### src/rtl/pdp_mem_arbiter.sv
// -----------------------------------------------------------------------------
// pdp_mem_arbiter
//
// Shares the single data-memory port between instruction fetch (IF) and the
// operand read / write-back stage (D). Exactly one memory transaction is in
// flight at a time. Each requester uses a req/done handshake; the memory side
// uses req/ack.
//
// Priority is fixed D > IF. A starvation guard counts D grants issued while IF
// is waiting; once that count reaches STARVE_LIMIT, the next contended grant
// goes to IF.
//
// Optional feature (macro PDP_ARB_TIMEOUT_EN):
//   When defined, a BUSY cycle counter aborts an access that has not been
//   acknowledged within TIMEOUT_CYC cycles. The owner gets a done pulse with
//   all-ones read data, and arb_err pulses for one cycle.
//   When undefined, BUSY waits for mem_ack indefinitely and arb_err is tied 0.
//
// Ports
//   clock, reset    rising-edge clock, synchronous active-high reset
//   if_req/if_addr  fetch request and address (held until if_done)
//   if_done         one-cycle pulse, fetch complete
//   if_rdata        fetched word
//   d_req/d_we      data request and direction (held until d_done)
//   d_addr/d_wdata  data address and write data
//   d_done          one-cycle pulse, data access complete
//   d_rdata         read data (valid with d_done on reads)
//   mem_req         memory access active
//   mem_we          memory write enable
//   mem_addr        memory address
//   mem_wdata       memory write data
//   mem_ack         memory completes the current access this cycle
//   mem_rdata       memory read data, valid with mem_ack
//   arb_err         one-cycle pulse, access aborted by timeout
// -----------------------------------------------------------------------------
module pdp_mem_arbiter #(
  parameter int ADDR_W       = 16,
  parameter int DATA_W       = 16,
  parameter int STARVE_LIMIT = 4,   // 1..7
  parameter int TIMEOUT_CYC  = 64
) (
  input  logic              clock,
  input  logic              reset,
  input  logic              if_req,
  input  logic [ADDR_W-1:0] if_addr,
  output logic              if_done,
  output logic [DATA_W-1:0] if_rdata,
  input  logic              d_req,
  input  logic              d_we,
  input  logic [ADDR_W-1:0] d_addr,
  input  logic [DATA_W-1:0] d_wdata,
  output logic              d_done,
  output logic [DATA_W-1:0] d_rdata,
  output logic              mem_req,
  output logic              mem_we,
  output logic [ADDR_W-1:0] mem_addr,
  output logic [DATA_W-1:0] mem_wdata,
  input  logic              mem_ack,
  input  logic [DATA_W-1:0] mem_rdata,
  output logic              arb_err
);

  typedef enum logic [1:0] {
    ST_IDLE = 2'd0,
    ST_BUSY = 2'd1,
    ST_DONE = 2'd2
  } state_t;

  localparam logic [2:0] STARVE_MAX = 3'(STARVE_LIMIT);

  state_t            state_reg, state_next;
  logic              owner_d_reg, owner_d_next;     // 1: D owns the port
  logic [2:0]        starve_reg, starve_next;
  logic              mem_req_reg, mem_req_next;
  logic              mem_we_reg, mem_we_next;
  logic [ADDR_W-1:0] mem_addr_reg, mem_addr_next;
  logic [DATA_W-1:0] mem_wdata_reg, mem_wdata_next;
  logic              if_done_reg, if_done_next;
  logic              d_done_reg, d_done_next;
  logic [DATA_W-1:0] if_rdata_reg, if_rdata_next;
  logic [DATA_W-1:0] d_rdata_reg, d_rdata_next;

  logic do_grant;       // arbitration happens this cycle
  logic grant_d;        // winner of this cycle's arbitration is D
  logic starve_full;    // IF has waited through STARVE_LIMIT D grants
  logic finish_ok;      // acknowledged completion in BUSY
  logic timeout;        // aborted completion in BUSY
  logic finish;

  assign starve_full = (starve_reg == STARVE_MAX);
  assign do_grant    = (state_reg == ST_IDLE) && (if_req || d_req);
  // D wins unless IF is also asking and has been passed over long enough.
  assign grant_d     = d_req && !(if_req && starve_full);
  // mem_ack is only meaningful while an access is outstanding.
  assign finish_ok   = (state_reg == ST_BUSY) && mem_ack;
  assign finish      = finish_ok || timeout;

  // ---------------------------------------------------------------------------
  // Optional BUSY timeout
  // ---------------------------------------------------------------------------
`ifdef PDP_ARB_TIMEOUT_EN
  localparam int TO_W = $clog2(TIMEOUT_CYC + 1);

  logic [TO_W-1:0] busy_cnt_reg, busy_cnt_next;
  logic            arb_err_reg;

  // Every BUSY entry comes from IDLE, so clearing in IDLE clears on entry.
  always_comb begin
    busy_cnt_next = busy_cnt_reg;
    if (state_reg == ST_IDLE) begin
      busy_cnt_next = '0;
    end else if (state_reg == ST_BUSY) begin
      busy_cnt_next = busy_cnt_reg + 1'b1;
    end
  end

  // The counter holds the number of BUSY cycles already elapsed, so the
  // TIMEOUT_CYC-th BUSY cycle is the one that sees TIMEOUT_CYC-1. A real
  // ack in that same cycle takes precedence over the abort.
  assign timeout = (state_reg == ST_BUSY) && !mem_ack &&
                   (busy_cnt_reg == TO_W'(TIMEOUT_CYC - 1));

  always_ff @(posedge clock) begin
    if (reset) begin
      busy_cnt_reg <= '0;
      arb_err_reg  <= 1'b0;
    end else begin
      busy_cnt_reg <= busy_cnt_next;
      arb_err_reg  <= timeout;
    end
  end

  assign arb_err = arb_err_reg;
`else
  // TIMEOUT_CYC only matters when the abort logic is built in.
  logic unused_timeout_cfg;
  assign unused_timeout_cfg = (TIMEOUT_CYC > 0);
  assign timeout            = 1'b0;
  assign arb_err            = 1'b0;
`endif

  // ---------------------------------------------------------------------------
  // FSM: state register
  // ---------------------------------------------------------------------------
  always_ff @(posedge clock) begin
    if (reset) begin
      state_reg <= ST_IDLE;
    end else begin
      state_reg <= state_next;
    end
  end

  // ---------------------------------------------------------------------------
  // FSM: next-state logic
  // ---------------------------------------------------------------------------
  always_comb begin
    state_next = state_reg;
    case (state_reg)
      ST_IDLE: if (if_req || d_req) state_next = ST_BUSY;
      ST_BUSY: if (finish)          state_next = ST_DONE;
      // Requests are deliberately not sampled here: requesters are still
      // reacting to their done pulse.
      ST_DONE:                      state_next = ST_IDLE;
      default:                      state_next = ST_IDLE;
    endcase
  end

  // ---------------------------------------------------------------------------
  // FSM: output logic (next values of the registered outputs)
  // ---------------------------------------------------------------------------
  always_comb begin
    owner_d_next   = owner_d_reg;
    starve_next    = starve_reg;
    mem_we_next    = mem_we_reg;
    mem_addr_next  = mem_addr_reg;
    mem_wdata_next = mem_wdata_reg;
    if_rdata_next  = if_rdata_reg;
    d_rdata_next   = d_rdata_reg;
    mem_req_next   = (state_next == ST_BUSY);
    if_done_next   = finish && !owner_d_reg;
    d_done_next    = finish && owner_d_reg;

    if (do_grant) begin
      owner_d_next = grant_d;
      if (grant_d) begin
        mem_we_next    = d_we;
        mem_addr_next  = d_addr;
        mem_wdata_next = d_wdata;
        // Only a D grant that overtakes a waiting IF counts toward starvation.
        if (if_req && !starve_full) begin
          starve_next = starve_reg + 3'd1;
        end
      end else begin
        // Fetches are always reads; mem_wdata keeps its last value.
        mem_we_next = 1'b0;
        mem_addr_next = if_addr;
        starve_next = '0;
      end
    end

    if (finish_ok) begin
      // Writes leave the owner's read-data register untouched.
      if (!mem_we_reg) begin
        if (owner_d_reg) begin
          d_rdata_next = mem_rdata;
        end else begin
          if_rdata_next = mem_rdata;
        end
      end
    end else if (timeout) begin
      if (owner_d_reg) begin
        d_rdata_next = '1;
      end else begin
        if_rdata_next = '1;
      end
    end
  end

  // Output and datapath registers.
  always_ff @(posedge clock) begin
    if (reset) begin
      owner_d_reg   <= 1'b0;
      starve_reg    <= '0;
      mem_req_reg   <= 1'b0;
      mem_we_reg    <= 1'b0;
      mem_addr_reg  <= '0;
      mem_wdata_reg <= '0;
      if_done_reg   <= 1'b0;
      d_done_reg    <= 1'b0;
      if_rdata_reg  <= '0;
      d_rdata_reg   <= '0;
    end else begin
      owner_d_reg   <= owner_d_next;
      starve_reg    <= starve_next;
      mem_req_reg   <= mem_req_next;
      mem_we_reg    <= mem_we_next;
      mem_addr_reg  <= mem_addr_next;
      mem_wdata_reg <= mem_wdata_next;
      if_done_reg   <= if_done_next;
      d_done_reg    <= d_done_next;
      if_rdata_reg  <= if_rdata_next;
      d_rdata_reg   <= d_rdata_next;
    end
  end

  assign mem_req   = mem_req_reg;
  assign mem_we    = mem_we_reg;
  assign mem_addr  = mem_addr_reg;
  assign mem_wdata = mem_wdata_reg;
  assign if_done   = if_done_reg;
  assign d_done    = d_done_reg;
  assign if_rdata  = if_rdata_reg;
  assign d_rdata   = d_rdata_reg;

  // ---------------------------------------------------------------------------
  // Protocol checks: the owner must hold its request while the access is
  // outstanding. The transaction completes regardless; this only flags it.
  // ---------------------------------------------------------------------------
`ifndef SYNTHESIS
  a_if_req_held: assert property (@(posedge clock) disable iff (reset)
    (state_reg == ST_BUSY && !owner_d_reg) |-> if_req);
  a_d_req_held: assert property (@(posedge clock) disable iff (reset)
    (state_reg == ST_BUSY && owner_d_reg) |-> d_req);
`endif

endmodule

### config.mk
export PLATFORM = sky130hd
export DESIGN_NAME = pdp_mem_arbiter
export DESIGN_NICKNAME = d
export VERILOG_FILES = /design/src/rtl/pdp_mem_arbiter.sv
export SDC_FILE = /design/constraint.sdc
export NUM_CORES = 1
export LEC_CHECK = 0
export ABC_AREA = 0
export BUFFER_PORTS_ARGS = -buffer_cell sky130_fd_sc_hd__buf_2
export CAP_MARGIN = 20
export CORE_ASPECT_RATIO = 2
export CORE_MARGIN = 2
export CORE_UTILIZATION = 48
export CTS_CLUSTER_DIAMETER = 120
export DETAILED_ROUTE_END_ITERATION = 12
export PLACE_DENSITY = 0.8
export SYNTH_ARGS = -nofsm -noshare
export SYNTH_HDL_FRONTEND = slang
export SYNTH_SLANG_ARGS = --single-unit
### constraint.sdc
create_clock -name clock -period 2.5 [get_ports clock]
set_input_delay 0 -clock clock [delete_from_list [all_inputs] [get_ports clock]]
set_output_delay 0 -clock clock [all_outputs]
set_load 0.01 [all_outputs]
Word level (Yosys, flattened, before mapping)
Cells that the tools add are included.
{"block": "classes", "addsub": 1, "eq_ne": 4, "n_mux": 7, "n_bitwise": 2, "reduce_logical": 16}
{"op": "$mux W16", "count": 1}
{"op": "$logic_and A1 B1 Y1", "count": 7}
{"op": "$mux W3", "count": 2}
{"op": "$reduce_and A3 Y1", "count": 2}
{"op": "$eq A2 B1 Y1 const B", "count": 2}
{"op": "$mux W2", "count": 2}
{"op": "$pmux W2 S2", "count": 1}
{"op": "$reduce_and A2 Y1", "count": 2}
{"op": "$add A3 B1 Y3 const B", "count": 1}
{"op": "$eq A3 B3 Y1 const B", "count": 1}
{"op": "$logic_not A1 Y1", "count": 3}
{"op": "$logic_not A2 Y1", "count": 1}
{"op": "$ne A2 B1 Y1 const B", "count": 1}
{"op": "$not A1 Y1", "count": 2}
{"op": "$logic_or A1 B1 Y1", "count": 1}
{"op": "$mux W1", "count": 1}
{"block": "totals", "ff_bits": 74, "inputBits": 70, "output_inout_bits": 69, "elab_cells": 41}

Depth between registers and ports, before layout
Gate-level depths: netlist (run 1).
{"block": "depth", "depth_word": 6, "depth_mapped": 7, "mapped_depth_nobuf": 5}

Worst setup path after synthesis (run 1)
OpenSTA, ideal clock, no wires.
{"block": "synth_path", "path_kind": "flip-flop to flip-flop", "start": "register starve_reg[0]", "end": "register mem_wdata_reg[10], in the netlist mem_wdata[10]", "setup_ns": 0.128, "t_arrival_ns": 1.502, "required_time_ns": 2.372, "setup_slack_ns": 0.870, "path_stages_with_launch": 8, "path_buffers": 2, "period_less_slack_ns": 1.630, "path_cell_list": "dfxtp_1 > inv_1 > ha_1 > and3_1 > buf_2 > nor3_2 > clkbuf_1 > o21ai_0"}
{"block": "synth_between", "elab_chain_cells": 5}
{"item": "start: declaration", "line": "73", "text": "logic [2:0] starve_reg, starve_next;"}
{"item": "start signal: assignment", "line": "234", "text": "starve_reg <= starve_next;"}
{"item": "$eq A3 B3 Y1", "line": "90", "text": "assign starve_full = (starve_reg == STARVE_MAX);"}
{"item": "$logic_and A1 B1 Y1", "line": "93", "text": "assign grant_d = d_req && !(if_req && starve_full);"}
{"item": "$logic_not A1 Y1", "line": "93"}
{"item": "$logic_and A1 B1 Y1", "line": "93"}
{"item": "$reduce_and A2 Y1 (no line)"}
{"item": "end signal: assignment", "line": "238", "text": "mem_wdata_reg <= mem_wdata_next;"}
{"item": "end: declaration", "line": "77", "text": "logic [DATA_W-1:0] mem_wdata_reg, mem_wdata_next;"}
Every way passes these cells.
A chain may end at the register's enable or synchronous reset.

Worst setup path in the final report (run 1)
{"block": "layout_path", "start": "register starve_reg[0]", "end": "register mem_addr_reg[11], in the netlist mem_addr[11]"}
{"block": "layout_between", "elab_chain_cells": 5}
{"item": "$eq A3 B3 Y1", "line": "90"}
{"item": "$logic_and A1 B1 Y1", "line": "93"}
{"item": "$logic_not A1 Y1", "line": "93"}
{"item": "$logic_and A1 B1 Y1", "line": "93"}
{"item": "$mux W16", "line": "185", "text": "if (grant_d) begin"}
{"item": "end signal: assignment", "line": "237", "text": "mem_addr_reg <= mem_addr_next;"}
{"item": "end: declaration", "line": "76", "text": "logic [ADDR_W-1:0] mem_addr_reg, mem_addr_next;"}
Every way passes these cells.

==> results.py, run 1 <==
metrics = {
    "logic_synthesis": {
        "synth_top_area_share_pct": 45.7,
        "yosysWarnings": 0,
        "synthTopCellsByArea": "dfxtp_1 (46%), nand2b_1 (12%), mux2i_1 (9.9%), o21ai_0 (5.4%), nand4b_1 (4.6%)",
        "synth_edf_count": 0,
        "synth_largest_area_cell": "dfxtp_1",
        "postSynthCellCount": 343,
        "async_reset_ff_share_pct": 0,
        "ys_ff_latch": 74,
        "yosysMostFrequentCell": "dfxtp_1",
        "synth_nets": 415,
        "avgSynthCellArea_um2": 9.44,
        "synth_cell_types": 29,
        "synthesis.area_um2": 3240,
        "synth_top_cells_by_count": "dfxtp_1 (74), nand2b_1 (64), o21ai_0 (35), mux2i_1 (32)",
        "synth_ff_type": "dfxtp_1",
        "yosysSeqAreaShare_pct": 45.7,
    },
    "floorplanning": {
        "dieWidth_um": 62.1,
        "io_pins": 139,
        "dieArea_um2": 7460,
        "core_area_um2": 6570,
        "rows": 42,
        "initial_core_util_pct": 49.3,
        "die_h_um": 120,
    },
    "power": {
        "irDropWorstVdd_mv": 0.407,
        "leakage_nw": 2.26,
        "power_frac_clock_pct": 40.6,
        "switchingPower_w": 0.000750,
        "p_seq_share_pct": 42.6,
        "power_density_nw_per_um2": 622,
        "p_total_w": 0.00304,
        "p_int_w": 0.00229,
        "swShare_pct": 24.7,
        "comb_power_share_pct": 16.8,
    },
    "detailed_routing": {
        "drc": 0,
        "drtPass1Iterations": 6,
        "routedWlPerCell_um": 15.5,
        "antenna_left": 0,
        "vias": 3264,
        "via_per_inst": 5.24,
        "drtIter0Drc": 191,
        "drt_wl_total_um": 9690,
    },
    "timing": {
        "setup_viol": 0,
        "rsz0062_at_grt": "false",
        "fin_crit_sh_pct": 88.7,
        "finClkSkew_ns": 0.00557,
        "slew_violations": 0,
        "hold_violations": 0,
        "fin_setup_tns_ns": 0,
        "max_clock_freq_mhz": 451,
        "tightest_slew_ns": 0.668,
        "max-slew-margin-rel_pct": 55.5,
        "min_period_ns": 2.22,
    },
    "outcome": {
        "status": "complete, no violations",
    },
    "job": {
        "maxCapViolCount": 0,
    },
    "layout": {
        "antenna_cells": 0,
        "drive_gt1_share_pct": 31.6,
        "areaGrowthSynthToFinish_pct": 51.1,
        "nets": 603,
        "fin_area_um2": 4890,
    },
    "clock_network": {
        "clock_sinks": 74,
        "cts_tree": "done",
        "cts_root_buf": "clkbuf_16",
        "clock_latency_ns": 0.33,
        "cts_buffers": 9,
        "clk_path_buf_depth": 2,
        "clk_pin_slew_ns": 0.06,
        "htree_num_levels": 3,
        "cts_post_setup_buffers_inserted": 0,
    },
    "placement": {
        "gp_congestion": 0.776,
        "dpl_cell_area_um2": 3960,
        "dp_hpwl_um": 5910,
        "io_buffers": 137,
    },
    "global_route": {
        "grt_usage_pct": 26.8,
        "antenna_found_initial": 0,
        "grt_start_max_net_pins": 89,
        "grt_pass1_vias": 3285,
        "grt.overflow.total": 0,
        "grt_pass1_wl_um": 15000,
    },
    "setup_path": {
        "start_kind": "flip-flop",
        "path_class": "flip-flop to flip-flop",
        "cp_data_required_time_ns": 2.77,
        "crit_fanout": 20,
        "worstSetupEndpointType": "flip-flop",
        "arrival_ns": 2.49,
    },
    "worst_hold_path": {
        "min_path_type": "primary input to flip-flop",
    },
}
==> routing by layer <==
| metal | share of wire (%) | track usage (%) | wire (µm) |
|---|---|---|---|
| met1 | 37 | 28.0 | 3550 |
| met2 | 55 | 48.3 | 5350 |
| met3 | 5.4 | 4.49 | 521 |
| met4 | 2.8 | 12.8 | 274 |
| met5 | 0 | 0 | 0 |
==> area by class of cell <==
type,instances,area [µm²]
well taps,88,110
multi-input cells,234,1600
flip-flops and latches,74,1480
inverters,3,11.3
clock buffers,13,280
clock inverters,2,10.0
repair buffers,209,1400
fillers,460,1670
==> path summary, 6_finish.rpt <==
kind	cells after the start	slack, ns	to	startpoint
min reg2reg	2	0.47	mem_wdata[0]	mem_wdata[0]
min	3	0.04	mem_addr[0]	if_addr[0]
max reg2reg	7	0.28	mem_addr[11]	starve_reg[0]
max	7	0.28	mem_addr[11]	starve_reg[0]
==> logic make-up after synthesis <==
group | after synthesis | share of synthesized area, %
muxes | 32 | 9.89
adders and majority gates | 2 | 0.772
and+or+nand+nor | 126 | 25.4
buffers and inverters | 35 | 4.98
DFF | 74 | 45.7
other | 1 | 0.116
AOI/OAI and AO/OA | 73 | 13.1
==> cells in the final DEF, fill, tap and decap left out, types with 3 or more instances in the layout <==
cell type	netlist	layout
buf_2	6	137
mux2i_1	32	32
nor2_1	6	6
nor3b_1	3	3
nand2_1	3	3
inv_1	3	3
nand4b_1	17	17
a311oi_1	16	16
dfxtp_1	74	74
nand2b_1	64	64
o21ai_0	35	35
buf_4	2	7
dlygate4sd3_1	0	64
clkbuf_8	0	4
a21oi_1	22	22
nand3_1	18	18
clkbuf_16	0	9
==> metrics by stage <==
step | hold WS (ns) | instances | utilization [%] | worst slack [ns]
final | 0.0424 | 623 | 74.5 | 0.282
after global routing | 0.0569 | 623 | 74.5 | 0.145
after CTS | 0.00457 | 623 | 74.5 | 0.339
after detailed placement | 0.265 | 544 | 60.3 | 0.841
after global placement | 0.259 | 544 | 60.3 | 0.900
after floorplan | 0.152 | 343 | - | 0.870
==> worst max-delay path, stage by stage, from the launching register on <==
cell and delay [ns]:
dfxtp_1 0.35, inv_1 0.07, ha_1 0.23, nand3_1 0.12, buf_4 0.26, nand3_1 0.14, a311oi_1 0.36, dlygate4sd3_1 0.63
==> power groups by stage <==
stage | registers (W) | clock network [W] | logic (W)
after floorplan | 0.00134 | 0 | 0.000206
after global placement | 0.00132 | 0 | 0.000392
after detailed placement | 0.00132 | 0 | 0.000402
after CTS | 0.00130 | 0.00125 | 0.000498
after global routing | 0.00130 | 0.00130 | 0.000556
final | 0.00130 | 0.00123 | 0.000512
==> what timing repair did <==
action / 4_1_cts / 5_1_grt
setup endpoints to repair: 0 / 1
hold buffers: 64 / 0
resized for setup: 0 / 1
hold endpoints to repair: 66 / 0
No activity file was read; power rests on OpenSTA's default activity.
==> run 2: changes to the inputs <==
==> constraint.sdc (replaced) <==
create_clock -name clock -period 2.6 [get_ports clock]
set_input_delay 0 -clock clock [delete_from_list [all_inputs] [get_ports clock]]
set_output_delay 0 -clock clock [all_outputs]
set_load 0.01 [all_outputs]
==> run 2 against run 1 <==
  * First-iteration DRC count down 6.3%
  * Combinational power decreased by 3%
  * Highest routed layer unchanged
  * Utilization grew 1.2 points
  * Clock power grew 17%
  * Final cell count up 0.48%
  * Critical path type unchanged
  * Via count grew 2.1%
  * Global-route usage increased by 1.1 points
  * Critical path depth is 1 lower
  * Die area did not move
  * Largest power group is now the clock network
  * Non-clock buffer count rose by 2
  * Maximum frequency is 10% lower
==> results.py, run 2 (same netlist as run 1, synthesis figures left out) <==
metrics = {
    "outcome": {
        "status": "complete, no violations",
    },
    "setup_path": {
        "cp.depth": 6,
        "crit_path_end": "mem_addr[10]",
        "path_buf_inv": 2,
        "cp_common_cell": "nand3_1",
        "path_class": "flip-flop to flip-flop",
        "slowest_delay_ns": 0.59,
        "cp-startpoint": "starve_reg[0]",
        "crit_slowest_cell": "dlygate4sd3_1",
        "r2r_end": "mem_addr[10]",
        "reg2reg_setup_slack_ns": 0.14,
        "crit_family": "simple AND/OR/NAND/NOR gates",
        "worstSetupEndpointType": "flip-flop",
        "arrival_ns": 2.73,
        "start_kind": "flip-flop",
        "r2r-start": "starve_reg[0]",
        "path_cells": "inv_1 > ha_1 > nand3_1 > nand3_1 > a311oi_1 > dlygate4sd3_1",
        "crit_fanout": 20,
        "ff2ff_path_depth": 6,
        "cp_data_required_time_ns": 2.86,
    },
    "detailed_routing": {
        "routedWlPerCell_um": 15.8,
        "drc": 0,
        "drt_wl_total_um": 9860,
        "antenna_left": 0,
        "drtPass1Iterations": 4,
        "drtIter0Drc": 179,
        "vias": 3334,
        "via_per_inst": 5.33,
    },
    "layout": {
        "antenna_cells": 0,
        "drive_gt1_share_pct": 31.4,
        "fin_area_um2": 4980,
        "nets": 605,
        "final_util_pct": 75.8,
        "layout_common_cells": "buf_2 (137), dfxtp_1 (74), dlygate4sd3_1 (66)",
        "final_common_cell": "buf_2",
        "areaGrowthSynthToFinish_pct": 53.6,
    },
    "floorplanning": {
        "rows": 42,
        "dieArea_um2": 7460,
        "io_pins": 139,
        "initial_core_util_pct": 49.3,
        "core_area_um2": 6570,
        "dieWidth_um": 62.1,
        "die_h_um": 120,
    },
    "power": {
        "irDropWorstVdd_mv": 0.521,
        "p_total_w": 0.00318,
        "power_frac_clock_pct": 45.1,
        "power_density_nw_per_um2": 640,
        "p_seq_share_pct": 39.3,
        "leakage_nw": 2.30,
        "comb_power_share_pct": 15.6,
        "p_int_w": 0.00245,
        "switchingPower_w": 0.000731,
        "swShare_pct": 23.0,
    },
    "timing": {
        "setup_viol": 0,
        "max_clock_freq_mhz": 406,
        "rsz0062_at_grt": "false",
        "tightest_slew_ns": 0.802,
        "max-slew-margin-rel_pct": 46.4,
        "min_period_ns": 2.46,
        "fin_setup_tns_ns": 0,
        "finClkSkew_ns": 0.00455,
        "fin_crit_sh_pct": 94.8,
        "hold_violations": 0,
        "slew_violations": 0,
    },
    "clock_network": {
        "cts_post_setup_buffers_inserted": 0,
        "htree_num_levels": 3,
        "cts_buffers": 9,
        "clk_pin_slew_ns": 0.05,
        "clock_sinks": 74,
        "clock_latency_ns": 0.32,
        "clk_path_buf_depth": 2,
        "cts_tree": "done",
        "cts_root_buf": "clkbuf_16",
    },
    "placement": {
        "dp_hpwl_um": 5760,
        "io_buffers": 137,
        "gp_congestion": 0.791,
        "dpl_cell_area_um2": 3960,
    },
    "worst_hold_path": {
        "min_path_type": "primary input to flip-flop",
    },
    "job": {
        "maxCapViolCount": 0,
    },
    "global_route": {
        "grt_pass1_wl_um": 15800,
        "grt_usage_pct": 27.9,
        "grt.overflow.total": 0,
        "grt_start_max_net_pins": 106,
        "antenna_found_initial": 0,
        "grt_pass1_vias": 3409,
    },
}
## run 2: changes by cell type in the layout (fill, tap and decap cells not counted)
cell / previous run / this run
and3_1: 0 / 1
and3_2: 1 / 0
bufinv_16: 0 / 3
clkbuf_8: 4 / 2
dlygate4sd3_1: 64 / 66
## run 2: layout make-up
class | count | area (µm²)
clock buffers | 11 | 253
clock inverters | 5 | 100
fillers | 445 | 1590
inverters | 3 | 11.3
multi-input cells | 234 | 1600
flip-flops and latches | 74 | 1480
well taps | 88 | 110
repair buffers | 211 | 1420
## run 2: worst min path at each step
| stage | start | endpoint | slack [ns] | cells after the start |
|---|---|---|---|---|
| after floorplan | d_we | mem_we | 0.15 | 2 |
| after global placement | d_wdata[2] | mem_wdata[2] | 0.26 | 3 |
| after detailed placement | d_wdata[3] | mem_wdata[3] | 0.27 | 3 |
| after CTS | if_req | mem_we | 0.12 | 4 |
| after global routing | if_req | starve_reg[2] | 0.20 | 4 |
| final | if_req | mem_we | 0.15 | 4 |
## run 2: stage by stage
step	std cells	worst slack (ns)	hold slack [ns]
6_report	626	0.136	0.147
4_1_cts	626	0.319	0.123
3_3_place_gp	544	0.844	0.256
5_1_grt	626	0.0482	0.202
3_5_place_dp	544	0.730	0.273
2_1_floorplan	343	0.970	0.152
## run 2: power groups by stage
| stage | sequential, W | combinational, W | clock (W) |
|---|---|---|---|
| final | 0.00125 | 0.000498 | 0.00144 |
| after global routing | 0.00126 | 0.000543 | 0.00152 |
| after CTS | 0.00125 | 0.000482 | 0.00146 |
| after detailed placement | 0.00127 | 0.000385 | 0 |
| after global placement | 0.00127 | 0.000373 | 0 |
| after floorplan | 0.00129 | 0.000198 | 0 |
## run 2: timing repair
action                                 in CTS  in global routing
endpoints found under the hold margin      67                  0
resized for setup                           0                  0
hold buffers                               66                  0
## run 2: metal layers
| metal | up-vias | wire (µm) | share of wire [%] | global-route usage (%) |
|---|---|---|---|---|
| met5 | - | 0 | 0 | 0 |
| met4 | 0 | 276 | 2.8 | 12.4 |
| met3 | 24 | 661 | 6.7 | 5.67 |
| met2 | 171 | 5330 | 54 | 48.0 |
| met1 | 1549 | 3600 | 36 | 31.4 |
| li1 | 1590 | - | - | - |
## run 2: worst min-delay path, stage by stage
cell     delay [ns]
buf_2          0.14
nor2_1         0.08
o21ai_0        0.14
a21oi_1        0.06
